==> config.mk <==
export PLATFORM = sky130hd
export DESIGN_NAME = inst_fetch_queue
export DESIGN_NICKNAME = d
export VERILOG_FILES = /design/src/rtl/inst_fetch_queue.sv
export SDC_FILE = /design/constraint.sdc
export NUM_CORES = 1
export LEC_CHECK = 0
export BUFFER_PORTS_ARGS = -buffer_cell sky130_fd_sc_hd__buf_2
export CELL_PAD_IN_SITES_DETAIL_PLACEMENT = 2
export CELL_PAD_IN_SITES_GLOBAL_PLACEMENT = 2
export CORE_UTILIZATION = 30
export DETAILED_ROUTE_END_ITERATION = 12
export PLACE_DENSITY = 0.6
export SETUP_SLACK_MARGIN = 0.02
export SYNTH_ARGS = -nofsm -noshare
export SYNTH_HDL_FRONTEND = slang
export SYNTH_SLANG_ARGS = --single-unit
export TNS_END_PERCENT = 1
==> constraint.sdc <==
create_clock -name clk -period 7.64 [get_ports clk]
set_input_delay 2.292 -clock clk [delete_from_list [all_inputs] [get_ports clk]]
set_output_delay 2.292 -clock clk [all_outputs]
set_load 0.1 [all_outputs]
==> src/rtl/inst_fetch_queue.sv <==
// Instruction fetch queue: issues PC reads to instruction memory and buffers returned words for decode.
// Optional define FETCH_ALIGN_CHK_EN rejects misaligned PCs and pulses err_misalign.
module inst_fetch_queue #(
  parameter int DEPTH = 4,
  parameter int PTR_W = 2
) (
  input  logic        clk,
  input  logic        rst,
  input  logic [31:0] pc_in,
  input  logic        pc_valid,
  output logic        pc_ready,
  output logic [31:0] imem_addr,
  output logic        imem_rd,
  input  logic [31:0] imem_data,
  output logic [31:0] instr_out,
  output logic [31:0] instr_pc,
  output logic        instr_valid,
  input  logic        instr_ready,
  input  logic        flush
`ifdef FETCH_ALIGN_CHK_EN
  ,output logic       err_misalign
`endif
);

  localparam logic [1:0] S_EMPTY   = 2'd0;
  localparam logic [1:0] S_PARTIAL = 2'd1;
  localparam logic [1:0] S_FULL    = 2'd2;
  localparam logic [PTR_W:0] DEPTH_C = (PTR_W+1)'(DEPTH);

  logic [31:0]      data_mem [DEPTH];
  logic [31:0]      pc_mem   [DEPTH];
  logic [PTR_W-1:0] rptr, wptr;
  logic [PTR_W:0]   count, count_nxt, inflight;
  logic [1:0]       state, state_nxt;
  logic             rst_q, cap_valid;
  logic [31:0]      pend_pc, cap_pc, fetch_addr;
  logic             accept, issue, push, pop;

  // A read occupies a slot from issue until its word lands, so both pipeline
  // stages count against free space; otherwise back-to-back fetches overrun the FIFO.
  assign inflight = (PTR_W+1)'(imem_rd) + (PTR_W+1)'(cap_valid);
  assign pc_ready = !flush && !rst_q && ((count + inflight) < DEPTH_C);
  assign accept   = pc_valid && pc_ready;
  assign push     = cap_valid;
  assign pop      = instr_valid && instr_ready;

`ifdef FETCH_ALIGN_CHK_EN
  logic misalign;
  assign misalign   = (pc_in[1:0] != 2'b00);
  assign issue      = accept && !misalign;
  assign fetch_addr = pc_in;
`else
  assign issue      = accept;
  assign fetch_addr = {pc_in[31:2], 2'b00};
`endif

  always_comb begin
    count_nxt = count;
    case ({push, pop})
      2'b10:   count_nxt = count + 1'b1;
      2'b01:   count_nxt = count - 1'b1;
      default: count_nxt = count;
    endcase
    state_nxt = S_PARTIAL;
    if (count_nxt == '0)          state_nxt = S_EMPTY;
    else if (count_nxt == DEPTH_C) state_nxt = S_FULL;
  end

  assign instr_valid = (state != S_EMPTY);
  assign instr_out   = instr_valid ? data_mem[rptr] : 32'h0;
  assign instr_pc    = instr_valid ? pc_mem[rptr]   : 32'h0;

  always_ff @(posedge clk) begin
    rst_q <= rst;
    if (rst) begin
      imem_rd   <= 1'b0;
      imem_addr <= 32'h0;
      pend_pc   <= 32'h0;
      cap_valid <= 1'b0;
      cap_pc    <= 32'h0;
      count     <= '0;
      rptr      <= '0;
      wptr      <= '0;
      state     <= S_EMPTY;
`ifdef FETCH_ALIGN_CHK_EN
      err_misalign <= 1'b0;
`endif
    end else if (flush) begin
      // Clearing cap_valid drops the word still on its way back from memory.
      imem_rd   <= 1'b0;
      cap_valid <= 1'b0;
      count     <= '0;
      rptr      <= '0;
      wptr      <= '0;
      state     <= S_EMPTY;
`ifdef FETCH_ALIGN_CHK_EN
      err_misalign <= 1'b0;
`endif
    end else begin
      imem_rd <= issue;
      if (issue) begin
        imem_addr <= fetch_addr;
        pend_pc   <= pc_in;
      end
      cap_valid <= imem_rd;
      cap_pc    <= pend_pc;
      if (push) wptr <= wptr + 1'b1;
      if (pop)  rptr <= rptr + 1'b1;
      count <= count_nxt;
      state <= state_nxt;
`ifdef FETCH_ALIGN_CHK_EN
      err_misalign <= accept && misalign;
`endif
    end
  end

  always_ff @(posedge clk) begin
    if (!rst && !flush && push) begin
      data_mem[wptr] <= imem_data;
      pc_mem[wptr]   <= cap_pc;
    end
  end

endmodule

* After elaboration in Yosys (flattened, before gate mapping)
Memory sizes are Yosys's and may differ from the RTL's. A register that Yosys moved wholly into a read port is not among the register bits.
Index checks and enable logic that the tools add are counted.
** Word-level totals
- Bits in registers :: 106
- Bits in latches :: 0
- RAM bits :: 256
- Bits in read-only memories :: 0
- Input bits :: 69
- Output and inout port bits :: 99
- Memories :: 2
** Memory list
- data_mem :: words 4, width 32, rd ports 1, clocked after memory_dff 1, wr ports 1, RTL line 30 : logic [31:0] data_mem [DEPTH];
- pc_mem :: words 4, width 32, rd ports 1, clocked after memory_dff 1, wr ports 1, RTL line 31 : logic [31:0] pc_mem [DEPTH];
** Operators by class
- Add/sub/neg operators :: 6
- $mul :: 0
- Divide/modulo/power cells :: 0
- $lt $le $gt $ge :: 1
- Eq/ne operators :: 3
- Shifts and indexed selects :: 0
- Muxes and demuxes :: 10
- Bitwise gates (word level) :: 1
- Reduce and logical (&&, ||, !) cells :: 14
** Operators by type and width (number)
- $mux 32 :: 2
- $mux 2 :: 5
- $logic_and 1x1->1 :: 6
- $pmux 3 s2 :: 1
- $add 2x1->2 const B :: 2
- $add 3x1->3 const B :: 1
- $add 3x2->3 :: 1
- $eq 3x3->1 const B :: 1
- $logic_not 1->1 :: 3
- $logic_not 3->1 :: 1
- $lt 3x3->1 const B :: 1
- $reduce_or 3->1 :: 1
- $sub 3x1->3 const B :: 1
- $add 1x1->2 :: 1
- $eq 2x1->1 const B :: 1
- $eq 2x2->1 const B :: 1
- $mux 1 :: 2
- $reduce_and 2->1 :: 1
- $reduce_bool 2->1 :: 1
- $reduce_or 2->1 :: 1
- $not 1->1 :: 1

* Logic depth before layout (Yosys ltp)
- Depth in word-level cells :: 6
- Gate-level depth with buffers :: 9

* Worst setup path before layout
No wires, ideal clock.
- Path kind :: input -> output
- Start :: in flush
- End :: out pc_ready
- Arrival time :: 4.818 ns
- Path slack :: 0.530 ns
- Cell stages on the path :: 3
- Buffers on the path :: 2
- Cells stage by stage :: buf_6 -> clkbuf_1 -> nor3_1
** On the way
- Cells in the longest elaborated chain, start to end :: 3
** RTL lines
- from (decl) :: RTL line 19 : input logic flush
- $logic_not 1->1 :: RTL line 42 : assign pc_ready = !flush && !rst_q && ((count + inflight) < DEPTH_C);
- $logic_and 1x1->1 (2 in a row) :: RTL line 42
- to (decl) :: RTL line 11 : output logic pc_ready,
Every way passes these cells.

* Worst setup path in the final report
Ends and elaborated chain as after synthesis.

==> metrics.csv <==
metric,value,unit
vias in the first global route,7575,
Hold Path Origin,pend_pc[0],
Slew headroom,0.441,
hold depth,2,
nets,973,
achievable frequency,188,MHz
Area Overhead vs Synth,19.6,%
core area,43100,um2
Synth Flop Type,edfxtp_1,
initial core utilization,0.304,
via/cell ratio,4.49,
Tcrit/Tclk final,0.697,
Cells after Synth,752,
DRC violation count after routing,0,
final hold viol count,0,
number of clock sinks,334,
Synth warnings,0,
power per standard cell area,259,nW/um2
r2r startpoint,state[0],
Final min period,5.33,ns
die area,44500,um2
Setup CP Type,input pin to primary output,
RSZ-0062 raised after global routing,no,
count of pins over their slew limit,0,
clock skew,0.0104,ns
final core utilization,0.364,
Worst EP arrival,3.03,ns
post-synth top area share,0.587,
Placer Congestion,0.675,
per-cell routed wire length,19.8,um
"Remaining Overflow, GRT",0,
CTS max path bufs,3,
Mapped Area,13100,um2
drt first pass iters,4,
Max Cap Viol,0,
Tot Pwr,0.00405,W
cells taking the most area after synthesis,"edfxtp_1 59%, dfxtp_1 12%, mux4_2 11%",
ANT cells,0,
largest area contributor in the netlist,edfxtp_1,
sequential element share of the synthesized area,0.706,
Post-CTS Hold Fix Bufs,0,
Hold Path Class,flip-flop to flip-flop,
sequential share of power,0.484,
sw frac,0.204,
clock network fraction of design power,0.484,
Worst VDD drop,0.119,mV
PortBufs,165,
detailed placer's ending HPWL,17.4,mm
internal power,0.00323,W
row count,76,
Critical Path Source Type,input pin,
largest net degree at the start of global routing,91,
setup TNS,0,ns
worst-margin pin slew,0.838,ns
DR vias,6790,
Comb power frac,0.032,
"Max FO, Critical Path",2,
TritonCTS Buffers,40,
synthesized area per cell,17.4,um2
Post-Route WL,29.9,mm
Seq cells post-synth,334,
WP data required,5.35,ns
R2R Setup Slk,5.23,ns
number of synthesized flops with an enable pin,256,
gr usage total,0.139,
setup violators final,0,
clock slew at the register clock pins of the worst setup and hold paths,0.06,ns
Post-synth ARST share,0,
H-tree depth,2,
root buf cell,clkbuf_16,
static leakage,5.56,nW
TritonCTS clock tree,built,
DRT antenna net count,0,
library cells used by synthesis,29,
first-pass GRT wire length,46.0,mm
postcts setup bufs,0,
initial antenna violation count,1,
hold path endpoint,pend_pc[0],
worst r2r path cells,8,
fraction of layout cells with a size suffix above 1,0.333,
CTS resizes,0,
Crit. End Element,primary output,
Die Ht,211,um
reg2reg end,state[0],
P_sw,0.000828,W
status,"complete, no violations",
Starting DRT DRC Count,282,
worst skew pair latency,0.54,ns
I/O pin total,168,
die width,211,um
[placed cells by master, fill, tap and decap left out, drive strengths merged]
cell	count
mux2i	65
fa	1
conb	2
a21o	2
or2	2
clkbuf	59
bufinv	5
xnor2	4
edfxtp	256
or4b	1
dfxtp	78
mux4	64
nor2b	1
nor4bb	1
nor3	2
inv	6
nand2	3
a21oi	2
buf	175
nor2	43
and2	67
xor2	3
nand2b	65
clkinv	6
ha	6
clkinvlp	1
nand3	2
and3	4
[sequential cells by signal, indices dropped and copies added, names as in the netlist, named ones only]
name and cells:
pc_mem 128, rst_q 1, cap_valid 1, state 2, count 3, cap_pc 32, data_mem 128, wptr 2
rptr 2, pend_pc 32, imem_rd 1
[critical path, cell delays in order]
cell and delay, ns:
buf_2 0.11, nor3_1 0.18, buf_2 0.45
[logic make-up after synthesis]
kind of cell	synth area share
other	0.000286
buffers and inverters	0.0370
and+or+nand+nor	0.0832
adders and majority gates	0.00726
AOI/OAI and AO/OA	0.00191
DFF	0.706
muxes	0.160
xor gates and xnor gates	0.00468
[through the flow]
stage | cell area (um2) | instances | setup WS [ns] | hold slack (ns)
4_1_cts | 15700 | 1511 | 2.23 | 0.492
6_report | 15700 | 1511 | 2.31 | 0.482
3_3_place_gp | 14300 | 1440 | 2.30 | 0.463
5_1_grt | 15700 | 1511 | 2.14 | 0.499
3_5_place_dp | 14300 | 1440 | 2.31 | 0.482
2_1_floorplan | 13100 | 753 | 0.530 | 0.448
[synthesized netlist by cell type (2+ instances only)]
library cell / number
nand3_1: 2
mux4_2: 64
xnor2_1: 4
buf_2: 9
or2_1: 2
a21oi_1: 2
and3_1: 4
mux2i_1: 65
buf_4: 32
dfxtp_1: 78
nand2_1: 2
buf_12: 3
edfxtp_1: 256
and2_1: 67
ha_1: 6
nor3_1: 2
inv_1: 6
a21o_1: 2
nor2_1: 43
nand2b_1: 65
xor2_1: 3
clkbuf_1: 28
[power by group through the flow]
stage / logic [W] / clock network, W / registers (W)
after floorplan: 0.000100 / 0 / 0.00200
after global placement: 0.000129 / 0 / 0.00200
after detailed placement: 0.000131 / 0 / 0.00200
after CTS: 0.000132 / 0.00203 / 0.00196
after global routing: 0.000138 / 0.00210 / 0.00196
final: 0.000129 / 0.00196 / 0.00196
[cell type report]
type	count	area, um2
clock buffer	59	1180
clock inverter	12	186
fill	4275	27400
inverter	6	22.5
multi-input combinational	340	3390
sequential	334	9260
tap	585	732
timing repair buffer	175	901
[how the worst max path moves through the flow]
stage / start / end / slack [ns] / cells past startpoint
2_1_floorplan: flush / pc_ready / 0.53 / 3
3_3_place_gp: flush / pc_ready / 2.30 / 3
3_5_place_dp: flush / pc_ready / 2.31 / 3
4_1_cts: flip-flop / instr_pc[6] / 2.23 / 4
5_1_grt: flip-flop / instr_pc[6] / 2.14 / 4
6_report: flush / pc_ready / 2.31 / 3
[per-layer routing]
| layer | GRT usage | vias to the layer above | share of wire | wire [um] |
|---|---|---|---|---|
| li1 | - | 3060 | - | - |
| met1 | 0.167 | 3523 | 0.43 | 12700 |
| met2 | 0.241 | 160 | 0.50 | 14900 |
| met3 | 0.0352 | 45 | 0.055 | 1640 |
| met4 | 0.0455 | 2 | 0.021 | 632 |
| met5 | 0 | - | 0.00043 | 13 |
(Power assumes the default switching activity.)
